`src/rtl/topology_sequencer_if.sv`:
```
// Bundles the instruction-RAM read port and the layer-datapath command
// handshake driven by topology_sequencer.
interface topology_sequencer_if;
  logic [7:0] instr_addr;
  logic       instr_en;
  logic [7:0] instr_data;
  logic       layer_start;
  logic [7:0] layer_in_size;
  logic [7:0] layer_out_size;
  logic [7:0] layer_index;
  logic       layer_done;

  modport master (
    output instr_addr, instr_en,
    output layer_start, layer_in_size, layer_out_size, layer_index,
    input  instr_data, layer_done
  );

  modport slave (
    input  instr_addr, instr_en,
    input  layer_start, layer_in_size, layer_out_size, layer_index,
    output instr_data, layer_done
  );
endinterface

```
`src/rtl/topology_sequencer.sv`:
```
// Walks the topology program in instruction RAM and issues one layer command
// per adjacent pair of neuron-count entries, stopping at the end marker.
module topology_sequencer #(
  parameter logic [7:0] END_MARKER = 8'hFF,
  parameter logic [7:0] MAX_ADDR   = 8'd127
) (
  input  logic                        clk,
  input  logic                        reset,
  input  logic                        start,
  topology_sequencer_if.master        bus,
  output logic                        busy,
  output logic                        done,
  output logic                        error
);

  typedef enum logic [2:0] {
    IDLE,
    FETCH_IN,
    FETCH_OUT,
    ISSUE,
    WAIT,
    FINISH
  } state_t;

  state_t     state, state_n;
  logic [7:0] addr_q, addr_n;
  logic [7:0] in_q, in_n;
  logic [7:0] out_q, out_n;
  logic [7:0] idx_q, idx_n;
  logic       error_q, error_n;
  logic       layer_start_q;
  logic       done_q;

  // State and datapath registers; the command and done pulses are registered
  // from the next state so they line up exactly with ISSUE and FINISH.
  always_ff @(posedge clk) begin
    if (reset) begin
      state         <= IDLE;
      addr_q        <= 8'd0;
      in_q          <= 8'd0;
      out_q         <= 8'd0;
      idx_q         <= 8'd0;
      error_q       <= 1'b0;
      layer_start_q <= 1'b0;
      done_q        <= 1'b0;
    end else begin
      state         <= state_n;
      addr_q        <= addr_n;
      in_q          <= in_n;
      out_q         <= out_n;
      idx_q         <= idx_n;
      error_q       <= error_n;
      layer_start_q <= (state_n == ISSUE);
      done_q        <= (state_n == FINISH);
    end
  end

  always_comb begin
    state_n = state;
    addr_n  = addr_q;
    in_n    = in_q;
    out_n   = out_q;
    idx_n   = idx_q;
    error_n = error_q;
    case (state)
      IDLE: begin
        if (start) begin
          error_n = 1'b0;
          addr_n  = 8'd0;
          idx_n   = 8'd0;
          state_n = FETCH_IN;
        end
      end
      FETCH_IN: begin
        if (bus.instr_data == END_MARKER || bus.instr_data == 8'd0 ||
            addr_q == MAX_ADDR) begin
          error_n = 1'b1;
          state_n = FINISH;
        end else begin
          in_n    = bus.instr_data;
          addr_n  = addr_q + 8'd1;
          state_n = FETCH_OUT;
        end
      end
      FETCH_OUT: begin
        // A marker right after the first entry means no layer can be formed.
        if (bus.instr_data == END_MARKER) begin
          if (idx_q == 8'd0) error_n = 1'b1;
          state_n = FINISH;
        end else if (bus.instr_data == 8'd0) begin
          error_n = 1'b1;
          state_n = FINISH;
        end else begin
          out_n   = bus.instr_data;
          state_n = ISSUE;
        end
      end
      ISSUE: state_n = WAIT;
      WAIT: begin
        if (bus.layer_done) begin
          in_n  = out_q;
          idx_n = idx_q + 8'd1;
          if (addr_q == MAX_ADDR) begin
            error_n = 1'b1;
            state_n = FINISH;
          end else begin
            addr_n  = addr_q + 8'd1;
            state_n = FETCH_OUT;
          end
        end
      end
      FINISH:  state_n = IDLE;
      default: state_n = IDLE;
    endcase
  end

  assign bus.instr_addr     = addr_q;
  assign bus.instr_en       = (state == FETCH_IN) || (state == FETCH_OUT);
  assign bus.layer_start    = layer_start_q;
  assign bus.layer_in_size  = in_q;
  assign bus.layer_out_size = out_q;
  assign bus.layer_index    = idx_q;
  assign busy               = (state != IDLE);
  assign done               = done_q;
  assign error              = error_q;

endmodule

```
`src/flat_wrapper.sv`:
```
// flat-port wrapper written by rule: the top's interface ports become plain ports
module topology_sequencer_flat 
#(
  parameter logic [7:0] END_MARKER = 8'hFF,
  parameter logic [7:0] MAX_ADDR   = 8'd127
)
  (clk, reset, start, busy, done, error, bus_instr_addr, bus_instr_en, bus_layer_start, bus_layer_in_size, bus_layer_out_size, bus_layer_index, bus_instr_data, bus_layer_done);
  topology_sequencer_if bus_i ();
  input  logic clk;
  input  logic reset;
  input  logic start;
  output logic busy;
  output logic done;
  output logic error;
  output wire logic [$bits(bus_i.instr_addr)-1:0] bus_instr_addr;
  output wire logic [$bits(bus_i.instr_en)-1:0] bus_instr_en;
  output wire logic [$bits(bus_i.layer_start)-1:0] bus_layer_start;
  output wire logic [$bits(bus_i.layer_in_size)-1:0] bus_layer_in_size;
  output wire logic [$bits(bus_i.layer_out_size)-1:0] bus_layer_out_size;
  output wire logic [$bits(bus_i.layer_index)-1:0] bus_layer_index;
  input wire logic [$bits(bus_i.instr_data)-1:0] bus_instr_data;
  input wire logic [$bits(bus_i.layer_done)-1:0] bus_layer_done;
  assign bus_instr_addr = bus_i.instr_addr;
  assign bus_instr_en = bus_i.instr_en;
  assign bus_layer_start = bus_i.layer_start;
  assign bus_layer_in_size = bus_i.layer_in_size;
  assign bus_layer_out_size = bus_i.layer_out_size;
  assign bus_layer_index = bus_i.layer_index;
  assign bus_i.instr_data = bus_instr_data;
  assign bus_i.layer_done = bus_layer_done;
  topology_sequencer #(.END_MARKER(END_MARKER), .MAX_ADDR(MAX_ADDR)) u_core (.clk(clk), .reset(reset), .start(start), .bus(bus_i), .busy(busy), .done(done), .error(error));
endmodule
```
`config.mk`:
```
export PLATFORM = sky130hd
export DESIGN_NAME = topology_sequencer_flat
export DESIGN_NICKNAME = d
export VERILOG_FILES = /design/src/rtl/topology_sequencer_if.sv /design/src/rtl/topology_sequencer.sv /design/src/flat_wrapper.sv
export SDC_FILE = /design/constraint.sdc
export NUM_CORES = 1
export LEC_CHECK = 0
export CAP_MARGIN = 20
export CORE_UTILIZATION = 55
export CTS_BUF_LIST = sky130_fd_sc_hd__clkbuf_8 sky130_fd_sc_hd__clkbuf_16
export DETAILED_ROUTE_END_ITERATION = 16
export DONT_BUFFER_PORTS = 1
export PLACE_DENSITY = 0.7
export SETUP_SLACK_MARGIN = 0.15
export SLEW_MARGIN = 10
export SYNTH_ARGS = -nofsm -noshare
export SYNTH_HDL_FRONTEND = slang
export SYNTH_SLANG_ARGS = --single-unit
```
`constraint.sdc`:
```
create_clock -name clk -period 2.32 [get_ports clk]
set_input_delay 0.348 -clock clk [delete_from_list [all_inputs] [get_ports clk]]
set_output_delay 0.348 -clock clk [all_outputs]
set_load 0.01 [all_outputs]
```
* Yosys cells after proc, flatten, opt, wreduce, memory -nomap -nowiden
Cells that the tools add are included.
** Storage, ports and cells
- Memory bits (read-only) :: 0
- Latch bits :: 0
- RAM bits :: 0
- Bits in registers :: 38
- Logic and storage cells :: 69
- Memories :: 0
- Input port bits :: 12
- Output and inout bits :: 37
** Operators by class
- Shift operators :: 0
- Equality and inequality tests :: 16
- Divide/modulo/power cells :: 0
- Mux-type cells :: 25
- Multiply operators :: 0
- Reductions and logical operators :: 16
- $add $sub $neg :: 2
- Magnitude comparators :: 0
- Bitwise operators :: 2
** Operators with widths (number)
- two-way mux 8 bit :: 7
- one-hot mux 8 bit (2 select lines) :: 2
- one-hot mux 8 bit (3 select lines) :: 1
- two-way mux 3 bit :: 6
- adder 8 x 1 -> 8 bit (second input constant) :: 2
- logical NOT 8 bit :: 2
- one-hot mux 3 bit (5 select lines) :: 1
- equality test 3 x 2 -> 1 bit (second input constant) :: 3
- AND reduction 3 bit :: 3
- equality test 8 x 7 -> 1 bit (second input constant) :: 1
- equality test 8 bit (second input constant) :: 1
- inequality test 2 bit (second input constant) :: 4
- two-way mux 1 bit :: 7
- AND reduction 7 bit :: 1
- equality test 3 bit (second input constant) :: 2
- nonzero test 3 bit :: 2
- AND reduction 5 bit :: 1
- inequality test 2 x 1 -> 1 bit (second input constant) :: 2
- one-hot mux 1 bit (4 select lines) :: 1
- nonzero test 2 bit :: 2
- nonzero test 4 bit :: 1
- equality test 3 x 1 -> 1 bit (second input constant) :: 1
- logical NOT 3 bit :: 1
- logical OR 1 bit :: 3
- other kinds (3) :: 4

* Depth between registers and ports, before layout
Gate-level depths: netlist (run 1).
- Word-level depth :: 6
- Gate-level depth with buffers :: 8
- Gate-level depth less buffers :: 7

* Worst setup path before layout (run 1)
Ideal clock, no wire load.
- Kind :: reg2reg
- Start :: reg u_core.addr_q[0], in the netlist u_core.bus.instr_addr[0]
- End :: reg u_core.addr_q[6], in the netlist u_core.bus.instr_addr[6]
- Arrival :: 1792 ps
- Path buffers :: 0
- Cell stages (with the launch flop) :: 7
- Data required time :: 2250 ps
- Path slack :: 457 ps
- Library setup time :: 70 ps
- Period minus slack after synthesis :: 1863 ps
- Path through :: dfxtp_1 > ha_1 > and3_1 > and4_1 > o22a_1 > or4_1 > a21oi_1
** Between the ends
- Longest elaborated chain between the ends :: 4
- Elaborated cells between the ends (all ways) :: 10
- Classes of those cells :: add/sub (1); eq/ne (3); mux (4); reduce/logical (2)
** RTL lines
- start, declared :: RTL line topology_sequencer.sv:26 : logic [7:0] addr_q, addr_n;
- start signal, assigned :: RTL line topology_sequencer.sv:48 : addr_q <= addr_n;
- adder 8 x 1 -> 8 bit or equality test 8 x 7 -> 1 bit (tied branches)
- two-way mux 8 bit or logical OR 1 bit (tied branches) :: RTL line topology_sequencer.sv:103, topology_sequencer.sv:75
- two-way mux 8 bit or inequality test 2 bit (tied branches)
- one-hot mux 8 bit (3 select lines) or AND reduction 5 bit (tied branches)
Several ways; a longest one is shown, not always the timed one. The select of a mux whose other input is x is not followed.
A chain may end at the register's enable or synchronous reset.

* Worst setup path in the final report (run 1)
- Start :: reg u_core.addr_q[1], in the netlist u_core.bus.instr_addr[1]
- End :: reg u_core.addr_q[6], in the netlist u_core.bus.instr_addr[6]
Same word-level chain as after synthesis.

==> summary.md, run 1 <==
| Metric | Value |
|---|---|
| Total CTS buffers | `5` |
| Pre-antenna DRT Iters | `4` |
| Asr flop ratio synth | `0` |
| Die area | `3551 um2` |
| Status | `completed` |
| Final Cycle Share | `0.8750` |
| Port bufs | `0` |
| Worst skew pair latency | `280 ps` |
| Post-layout min period | `2030 ps` |
| GRT Overall Usage | `0.2293` |
| P per Cell Area | `727.0 nW/um2` |
| Fin. max-slew vios | `0` |
| Clk buf depth | `2` |
| Initial Util | `0.5879` |
| Synth top area cells | `dfxtp_1 42%, mux2i_1 9.3%, nor2_1 6.2%` |
| WP data required | `2530 ps` |
| Most common cell after layout, fill and taps aside | `dfxtp_1` |
| CP Class | `flip-flop to flip-flop` |
| DRT Wirelength | `3.986 mm` |
| Layout Skew | `6.280 ps` |
| Final hold vios | `0` |
| DR vias/cell | `6.207` |
| Die width | `59.59 um` |
| Cell row count | `20` |
| CTS Sinks | `38` |
| Crit end category | `flip-flop` |
| Worst-path clk slew | `70 ps` |
| Final ANT Viol Nets | `0` |
| Relative slew slack | `0.6486` |
| Final setup fails | `0` |
| Initial antenna violation count | `0` |
| Synthesized instance count | `207` |
| Ant diodes | `0` |
| Routability Congestion | `0.8725` |
| Vias in the first global route | `1483` |
| WL/cell | `15.57 um` |
| Cell Area, Synth | `1824 um2` |
| Core Area | `3103 um2` |
| Post-CTS Setup Bufs | `0` |
| DRT iter0 DRCs | `105` |
| Top-level I/O count | `49` |
| Sum Neg Setup Slack | `0 ps` |
| Startpoint types | `flip-flop` |
| H-tree depth | `2` |
| Layout area overhead | `8.710%` |
| VDD IR max | `0.4194 mV` |
| Vias | `1589` |
| CTS tree | `yes` |
| Synth Register Bits | `38` |
| Min-delay worst type | `primary input to flip-flop` |
| Max Cap Viol | `0` |
| Largest net degree at the start of global routing | `32` |
| Worst-path fanout max | `7` |
| Highest-count cells in the layout ignoring fill and taps | `37 x dfxtp_1, 30 x nor2_1, 17 x mux2i_1, 15 x a21oi_1` |
| Yosys warnings | `0` |
| Min Hold Slack | `126.9 ps` |
| Synth unique cells | `41` |
| DP HPWL | `2.912 mm` |
| Layout Nets | `226` |
| Number of synthesized flops with an enable pin | `0` |
| Total grt overflow | `0` |
| Slew at the pin closest to its max-slew limit | `525.7 ps` |
| Die height | `59.59 um` |
| Register area share after synthesis | `0.4170` |
| Mapped Nets | `222` |
| Top_reg_cell synth | `dfxtp_1` |
| Crit path DAT | `2240 ps` |
| Top-area cell type share of the netlist area | `0.4170` |
| Synth area leader | `dfxtp_1` |
| Synth Area per Inst | `8.813 um2` |
| Root Driver | `clkbuf_8` |
| DR DRC count | `0` |
| Leak pwr | `0.7615 nW` |
| Fmax | `0.4926 GHz` |
| Unrepaired setup endpoints after global routing | `yes` |
| Layout cells sized above 1 | `0.08019` |
| First-pass GRT wire length | `6.168 mm` |
[state kept, by name (all words and copies together) (netlist names)]
signal,count
u_core.bus.instr_addr,8
u_core.bus.layer_in_size,8
u_core.bus.layer_index,8
u_core.bus.layer_out_size,8
u_core.bus.layer_start,1
u_core.done,1
u_core.error,1
u_core.state,3
[cell families (layout without fill, tap and decap cells)]
group | Yosys count | count (layout) | synth area share
flops | 38 | 38 | 0.4170
mux | 17 | 17 | 0.09328
fa+ha+maj | 3 | 3 | 0.02058
xor+xnor | 4 | 4 | 0.01920
simple gates | 83 | 83 | 0.2442
buf+inv | 10 | 15 | 0.02469
compound gates | 52 | 52 | 0.1811
[where the power goes]
part           internal [W]  switching (W)
registers          0.000686      0.0000442
logic             0.0000780       0.000104
clock network      0.000313       0.000217
[synthesized netlist by cell type, types with 2 or more instances]
| master | n |
|---|---|
| or3b_1 | 4 |
| nor3_1 | 3 |
| xor2_1 | 4 |
| o21a_1 | 3 |
| o21ai_0 | 10 |
| or2_1 | 2 |
| ha_1 | 3 |
| nand4_1 | 7 |
| nand2_1 | 10 |
| nor2b_1 | 3 |
| a21oi_1 | 15 |
| dfxtp_1 | 38 |
| a31oi_1 | 4 |
| clkbuf_1 | 3 |
| nand3_1 | 4 |
| inv_1 | 3 |
| nor4_1 | 2 |
| a21o_1 | 3 |
| buf_2 | 3 |
| or3_1 | 5 |
| and3_1 | 4 |
| mux2i_1 | 17 |
| a211oi_1 | 10 |
| nor2_1 | 30 |
[stage by stage]
step | instance area, um2 | total power (W) | setup slack (ps) | instances | util
final | 1983 | 0.001442 | 290.1 | 256 | 0.6391
after global routing | 1983 | 0.001504 | 149.1 | 256 | 0.6391
after CTS | 1982 | 0.001450 | 245.6 | 256 | 0.6387
after detailed placement | 1876 | 0.0009246 | 254.5 | 248 | 0.6044
after global placement | 1876 | 0.0009177 | 360.2 | 248 | 0.6044
after floorplan | 1824 | 0.0008845 | 457.2 | 207 | -
[metal layers]
layer	up-vias	track usage	wire length (um)
met1	753	0.2662	1728
met3	11	0.06769	269
met5	-	0	0
li1	764	-	-
met4	0	0.1063	50
met2	61	0.3868	1937
[cell type report]
class / instances / area, um2
clock buffers: 5 / 68.82
clock inverters: 3 / 37.54
fillers: 296 / 1120
inverters: 3 / 11.26
multi-input cells: 159 / 1018
flip-flops and latches: 38 / 762.0
well taps: 44 / 55.05
repair buffers: 4 / 30.03
[final timing paths]
path / start / to / slack, ps / depth (start not counted)
worst min register to register: u_core.bus.instr_addr[0]$_SDFFE_PP0P_ / u_core.bus.instr_addr[0]$_SDFFE_PP0P_ / 500 / 2
worst max register to register: u_core.bus.instr_addr[1]$_SDFFE_PP0P_ / u_core.bus.instr_addr[6]$_SDFFE_PP0P_ / 290 / 6
worst max-delay path: u_core.bus.instr_addr[1]$_SDFFE_PP0P_ / u_core.bus.instr_addr[6]$_SDFFE_PP0P_ / 290 / 6
worst min-delay path: reset / u_core.bus.instr_addr[0]$_SDFFE_PP0P_ / 130 / 1
[timing repair]
item	in CTS	in global routing
hold buffers	0	0
resized for setup	0	1
endpoints found under the hold margin	0	0
setup endpoints to repair	0	7
[critical path, cell delays in order (launching register included)]
cell	delay [ps]
dfxtp_1	360
ha_1	230
and3_1	230
and4_1	260
o22a_1	300
or4_1	410
a21oi_1	160
Power figures use the tool's default switching activity.
==> run 2, diff against run 1 <==
--- a/config.mk
+++ b/config.mk
@@ -10,7 +10,7 @@
 export CTS_BUF_LIST = sky130_fd_sc_hd__clkbuf_8 sky130_fd_sc_hd__clkbuf_16
 export DETAILED_ROUTE_END_ITERATION = 16
 export DONT_BUFFER_PORTS = 1
-export PLACE_DENSITY = 0.7
+export PLACE_DENSITY = 0.73
 export SETUP_SLACK_MARGIN = 0.15
 export SLEW_MARGIN = 10
 export SYNTH_ARGS = -nofsm -noshare
==> constraint.sdc (replaced) <==
create_clock -name clk -period 1.85 [get_ports clk]
set_input_delay 0.2775 -clock clk [delete_from_list [all_inputs] [get_ports clk]]
set_output_delay 0.2775 -clock clk [all_outputs]
set_load 0.01 [all_outputs]
==> summary.md, run 2 (synthesis results as in run 1) <==
| Metric | Value |
|---|---|
| Final Cycle Share | `0.9803` |
| Worst-path fanout max | `7` |
| Hold Crit Depth | `1` |
| Reg2reg setup slack | `40 ps` |
| Sum Neg Setup Slack | `0 ps` |
| Min Hold Slack | `43.11 ps` |
| First-pass GRT wire length | `7.079 mm` |
| Min-delay worst type | `primary input to flip-flop` |
| DRT Wirelength | `4.750 mm` |
| Fin. max-slew vios | `0` |
| NetSw | `0.0005208 W` |
| DR DRC count | `0` |
| Pre-antenna DRT Iters | `4` |
| Routability Congestion | `0.8570` |
| Worst skew pair latency | `290 ps` |
| Unrepaired setup endpoints after global routing | `yes` |
| Vias in the first global route | `1594` |
| Die height | `59.59 um` |
| Worst-path clk slew | `80 ps` |
| Die width | `59.59 um` |
| Final WS setup | `36.45 ps` |
| Largest net degree at the start of global routing | `32` |
| Root Driver | `clkbuf_8` |
| Max Cap Viol | `0` |
| Initial Util | `0.5879` |
| DP HPWL | `3.079 mm` |
| Layout cells sized above 1 | `0.2704` |
| R2R cell count | `7` |
| Core Area | `3103 um2` |
| DR vias/cell | `6.181` |
| Sequential share of power | `0.498` |
| Final ANT Viol Nets | `0` |
| Layout Nets | `247` |
| Total CTS buffers | `5` |
| Top-level I/O count | `49` |
| Highest-count cells in the layout ignoring fill and taps | `33 x dfxtp_1, 28 x nor2_1, 21 x buf_4, 17 x mux2i_1, 11 x a21oi_1` |
| WL/cell | `17.15 um` |
| Relative slew slack | `0.6881` |
| Clk buf depth | `2` |
| Cell row count | `20` |
| Final setup fails | `0` |
| Layout Skew | `6.243 ps` |
| Final Util | `0.7444` |
| FF-to-FF Start | `u_core.state[2]$_SDFF_PP0_` |
| Clock power share | `0.319` |
| Hold Path Sink | `u_core.bus.layer_index[0]$_SDFFE_PP0P_` |
| Total grt overflow | `0` |
| FF-to-FF End | `u_core.bus.instr_addr[4]$_SDFFE_PP0P_` |
| P_int | `0.001317 W` |
| WP data required | `2080 ps` |
| Slew at the pin closest to its max-slew limit | `463.6 ps` |
| P per Cell Area | `795.6 nW/um2` |
| Post-layout min period | `1814 ps` |
| Initial antenna violation count | `0` |
| CTS tree | `yes` |
| CTS Sinks | `38` |
| Die area | `3551 um2` |
| Logic pwr share | `0.183` |
| Most common cell after layout, fill and taps aside | `dfxtp_1` |
| Crit end category | `flip-flop` |
| Port bufs | `0` |
| Fillers | `238` |
| Vias | `1712` |
| Critical hold path startpoint | `reset` |
| Final hold vios | `0` |
| Total power | `0.001838 W` |
| Leak pwr | `0.8882 nW` |
| Fmax | `0.5514 GHz` |
| DRT iter0 DRCs | `119` |
| VDD IR max | `0.5688 mV` |
| Worst slack, placed | `-10.81 ps` |
| Switching part of the total | `0.2834` |
| H-tree depth | `2` |
| Startpoint types | `flip-flop` |
| CP Class | `flip-flop to flip-flop` |
| GRT Overall Usage | `0.2688` |
| Layout area overhead | `26.61%` |
| Crit path DAT | `2040 ps` |
| Status | `completed` |
| Ant diodes | `0` |
-- run 2: cell types whose count changed in the layout (fill, tap and decap cells not counted), moves of 3 or more --
cell,delta
a21oi_2,+4
a21oi_1,-4
dfxtp_1,-4
a211oi_1,-4
buf_4,+17
a211oi_2,+4
dfxtp_2,+3
-- run 2: per-layer routing --
metal  global-route usage  wire length [um]  vias up
li1                     -                 -      815
met1               0.3072              1864      827
met2               0.4526              2423       60
met3               0.1026               367       10
met4               0.1030                95        0
met5                    0                 0        -
-- run 2: area by class of cell --
class	instances	area, um2	share of cell area
clock buffers	6	82.58	0.03575
clock inverters	2	8.758	0.003792
inverters	3	11.26	0.004875
multi-input cells	160	1169	0.5060
flip-flops and latches	38	769.5	0.3332
well taps	44	55.05	0.02384
repair buffers	24	214.0	0.09263
-- run 2: power groups by stage --
stage,clock network [W],logic [W],registers [W]
floorplan,0,0.000190,0.000921
global placement,0,0.000242,0.000930
detailed placement,0,0.000249,0.000932
CTS,0.000591,0.000277,0.000915
global route,0.000642,0.000360,0.000923
finish,0.000586,0.000336,0.000915
-- run 2: worst max-delay path by stage --
| stage | startpoint | to | slack [ps] | cells after the start |
|---|---|---|---|---|
| after floorplan | u_core.bus.instr_addr[1]$_SDFFE_PP0P_ | u_core.bus.instr_addr[6]$_SDFFE_PP0P_ | 130 | 7 |
| after global placement | u_core.bus.instr_addr[1]$_SDFFE_PP0P_ | u_core.bus.instr_addr[6]$_SDFFE_PP0P_ | 50 | 7 |
| after detailed placement | u_core.bus.instr_addr[1]$_SDFFE_PP0P_ | u_core.bus.instr_addr[6]$_SDFFE_PP0P_ | -10 | 7 |
| after CTS | u_core.bus.instr_addr[1]$_SDFFE_PP0P_ | u_core.bus.instr_addr[6]$_SDFFE_PP0P_ | 80 | 6 |
| after global routing | u_core.bus.instr_addr[1]$_SDFFE_PP0P_ | u_core.bus.instr_addr[4]$_SDFFE_PP0P_ | -30 | 8 |
| final | u_core.state[2]$_SDFF_PP0_ | u_core.bus.instr_addr[4]$_SDFFE_PP0P_ | 40 | 7 |
-- run 2: repair_timing --
action / 4_1_cts / 5_1_grt
hold buffers: 0 / 0
resized for setup: 10 / 16
endpoints found under the setup margin: 16 / 22
pin swaps: 12 / 20
cloned: 0 / 2
buffers inserted: 8 / 0
-- run 2: critical path: stages, from the launching register on --
cell	delay, ps
dfxtp_2	350
buf_4	160
and2b_4	320
nand2_2	80
o22a_4	240
buf_6	120
or3_4	330
a21oi_2	140
-- run 2: per-stage QoR --
stage | instances | area [um2]
2_1_floorplan | 207 | 1856
3_3_place_gp | 259 | 2002
3_5_place_dp | 259 | 2002
4_1_cts | 275 | 2193
5_1_grt | 277 | 2310
6_report | 277 | 2310
==> run 3, diff against run 2 <==
--- a/config.mk
+++ b/config.mk
@@ -10,7 +10,7 @@
 export CTS_BUF_LIST = sky130_fd_sc_hd__clkbuf_8 sky130_fd_sc_hd__clkbuf_16
 export DETAILED_ROUTE_END_ITERATION = 16
 export DONT_BUFFER_PORTS = 1
-export PLACE_DENSITY = 0.73
+export PLACE_DENSITY = 0.75
 export SETUP_SLACK_MARGIN = 0.15
 export SLEW_MARGIN = 10
 export SYNTH_ARGS = -nofsm -noshare
==> summary.md, run 3 (synthesis results as in run 1) <==
| Metric | Value |
|---|---|
| Slew at the pin closest to its max-slew limit | `629.0 ps` |
| Min-delay worst type | `primary input to flip-flop` |
| Most common cell after layout, fill and taps aside | `dfxtp_1` |
| Crit path DAT | `2080 ps` |
| Final Cycle Share | `1.003` |
| DR vias/cell | `6.391` |
| Vias | `1796` |
| Layout area overhead | `34.98%` |
| Largest net degree at the start of global routing | `32` |
| Leak pwr | `0.9376 nW` |
| Post-layout min period | `1856 ps` |
| Final WS setup | `-6.261 ps` |
| Status | `complete, but fails checks` |
| Highest-count cells in the layout ignoring fill and taps | `33 x dfxtp_1, 22 x nor2_1, 21 x buf_4, 16 x mux2i_1` |
| Hold Crit Depth | `1` |
| FF-to-FF End | `u_core.bus.instr_addr[1]$_SDFFE_PP0P_` |
| Final Util | `0.7935` |
| Layout Nets | `252` |
| Vias in the first global route | `1617` |
| CTS tree | `yes` |
| Layout Skew | `5.585 ps` |
| FF-to-FF Start | `u_core.bus.instr_addr[1]$_SDFFE_PP0P_` |
| Total CTS buffers | `5` |
| WP data required | `2070 ps` |
| Worst-path fanout max | `4` |
| WL/cell | `19.22 um` |
| Cts hold-fix bufs | `0` |
| Ant diodes | `0` |
| Worst-path clk slew | `70 ps` |
| Die height | `59.59 um` |
| Final ANT Viol Nets | `0` |
| DRT iter0 DRCs | `112` |
| Root Driver | `clkbuf_8` |
| Fin. max-slew vios | `0` |
| DP HPWL | `3.060 mm` |
| R2R cell count | `8` |
| CTS Sinks | `38` |
| Initial Util | `0.5879` |
| Reg2reg setup slack | `-6 ps` |
| First-pass GRT wire length | `7.113 mm` |
| Relative slew slack | `0.5807` |
| Layout cells sized above 1 | `0.3671` |
| Core Area | `3103 um2` |
| Port bufs | `0` |
| Crit end category | `flip-flop` |
| Worst skew pair latency | `300 ps` |
| Top-level I/O count | `49` |
| Cell row count | `20` |
| Final hold vios | `0` |
| Pre-antenna DRT Iters | `4` |
| Fillers | `207` |
| Startpoint types | `flip-flop` |
| DRT Wirelength | `5.400 mm` |
| Max Cap Viol | `0` |
| Die area | `3551 um2` |
| DR DRC count | `0` |
| Total power | `0.001855 W` |
| Initial antenna violation count | `0` |
| Crit path from | `u_core.bus.instr_addr[1]$_SDFFE_PP0P_` |
| P per Cell Area | `753.5 nW/um2` |
| Unrepaired setup endpoints after global routing | `yes` |
| H-tree depth | `2` |
| Violated checks | `setup timing` |
| Fmax | `0.5387 GHz` |
| CP Class | `flip-flop to flip-flop` |
| Die width | `59.59 um` |
| Routability Congestion | `0.8851` |
| Critical path destination | `u_core.bus.instr_addr[1]$_SDFFE_PP0P_` |
| Clk buf depth | `2` |
| Total grt overflow | `0` |
| GRT Overall Usage | `0.2718` |
| VDD IR max | `0.5743 mV` |
| Final setup fails | `1` |
## run 3: cell types whose count changed in the layout (fill, tap and decap cells not counted), moves of 2 or more
cell / change
nor2_2: +2
nor2_4: +4
dfxtp_2: -2
dfxtp_4: +2
o21ai_1: +2
buf_6: +5
a211oi_1: -6
o21ai_0: -4
o21ai_2: +2
a211oi_2: +6
nor2_1: -6
## run 3: metal layers
| layer | up-vias | global-route usage | wire (um) |
|---|---|---|---|
| met5 | - | 0 | 0 |
| met4 | 0 | 0.09967 | 177 |
| met3 | 18 | 0.1070 | 371 |
| met2 | 82 | 0.4687 | 2792 |
| met1 | 874 | 0.3015 | 2058 |
| li1 | 822 | - | - |
## run 3: worst min path at each step
stage | slack, ps | startpoint | end
2_1_floorplan | 360 | reset | u_core.state[0]$_SDFF_PP0_
3_3_place_gp | 340 | reset | u_core.bus.instr_addr[1]$_SDFFE_PP0P_
3_5_place_dp | 350 | reset | u_core.bus.instr_addr[0]$_SDFFE_PP0P_
4_1_cts | 40 | reset | u_core.bus.instr_addr[0]$_SDFFE_PP0P_
5_1_grt | 30 | reset | u_core.state[1]$_SDFF_PP0_
6_report | 40 | reset | u_core.state[1]$_SDFF_PP0_
## run 3: power breakdown
| part | internal, W | switching [W] |
|---|---|---|
| combinational | 0.000194 | 0.000209 |
| clock | 0.000248 | 0.000283 |
| sequential | 0.000860 | 0.0000603 |
| total | 0.00130 | 0.000552 |
## run 3: area by class of cell
class	count	area (um2)	area share
clock inverters	2	7.507	0.003049
well taps	44	55.05	0.02236
multi-input cells	160	1275	0.5178
repair buffers	29	270.3	0.1098
clock buffers	5	68.82	0.02795
inverters	3	11.26	0.004573
flip-flops and latches	38	774.5	0.3145
## run 3: what timing repair did
action / CTS / global route
setup endpoints to repair: 15 / 25
cloned: 0 / 2
gates resized for setup: 9 / 54
pin swaps: 9 / 28
setup buffers: 10 / 4
endpoints found under the hold margin: 0 / 0
## run 3: worst max-delay path, cell delays in order (launching register included)
cell,delay (ps)
dfxtp_4,370
ha_4,160
and3_4,190
nand4_1,150
buf_4,150
buf_6,120
a31oi_4,110
or3b_1,420
a21oi_1,120
## run 3: stage by stage
step,instances,worst slack (ps),TNS (ps),area [um2],hold WS (ps)
finish,281,-6.261,-6.261,2462,36.23
CTS,275,20.20,0,2191,40.63
global placement,258,52.49,0,1994,344.2
floorplan,207,128.8,0,1856,357.8
detailed placement,258,-11.05,-18.14,1994,348.1
global route,281,-79.15,-103.1,2462,25.60
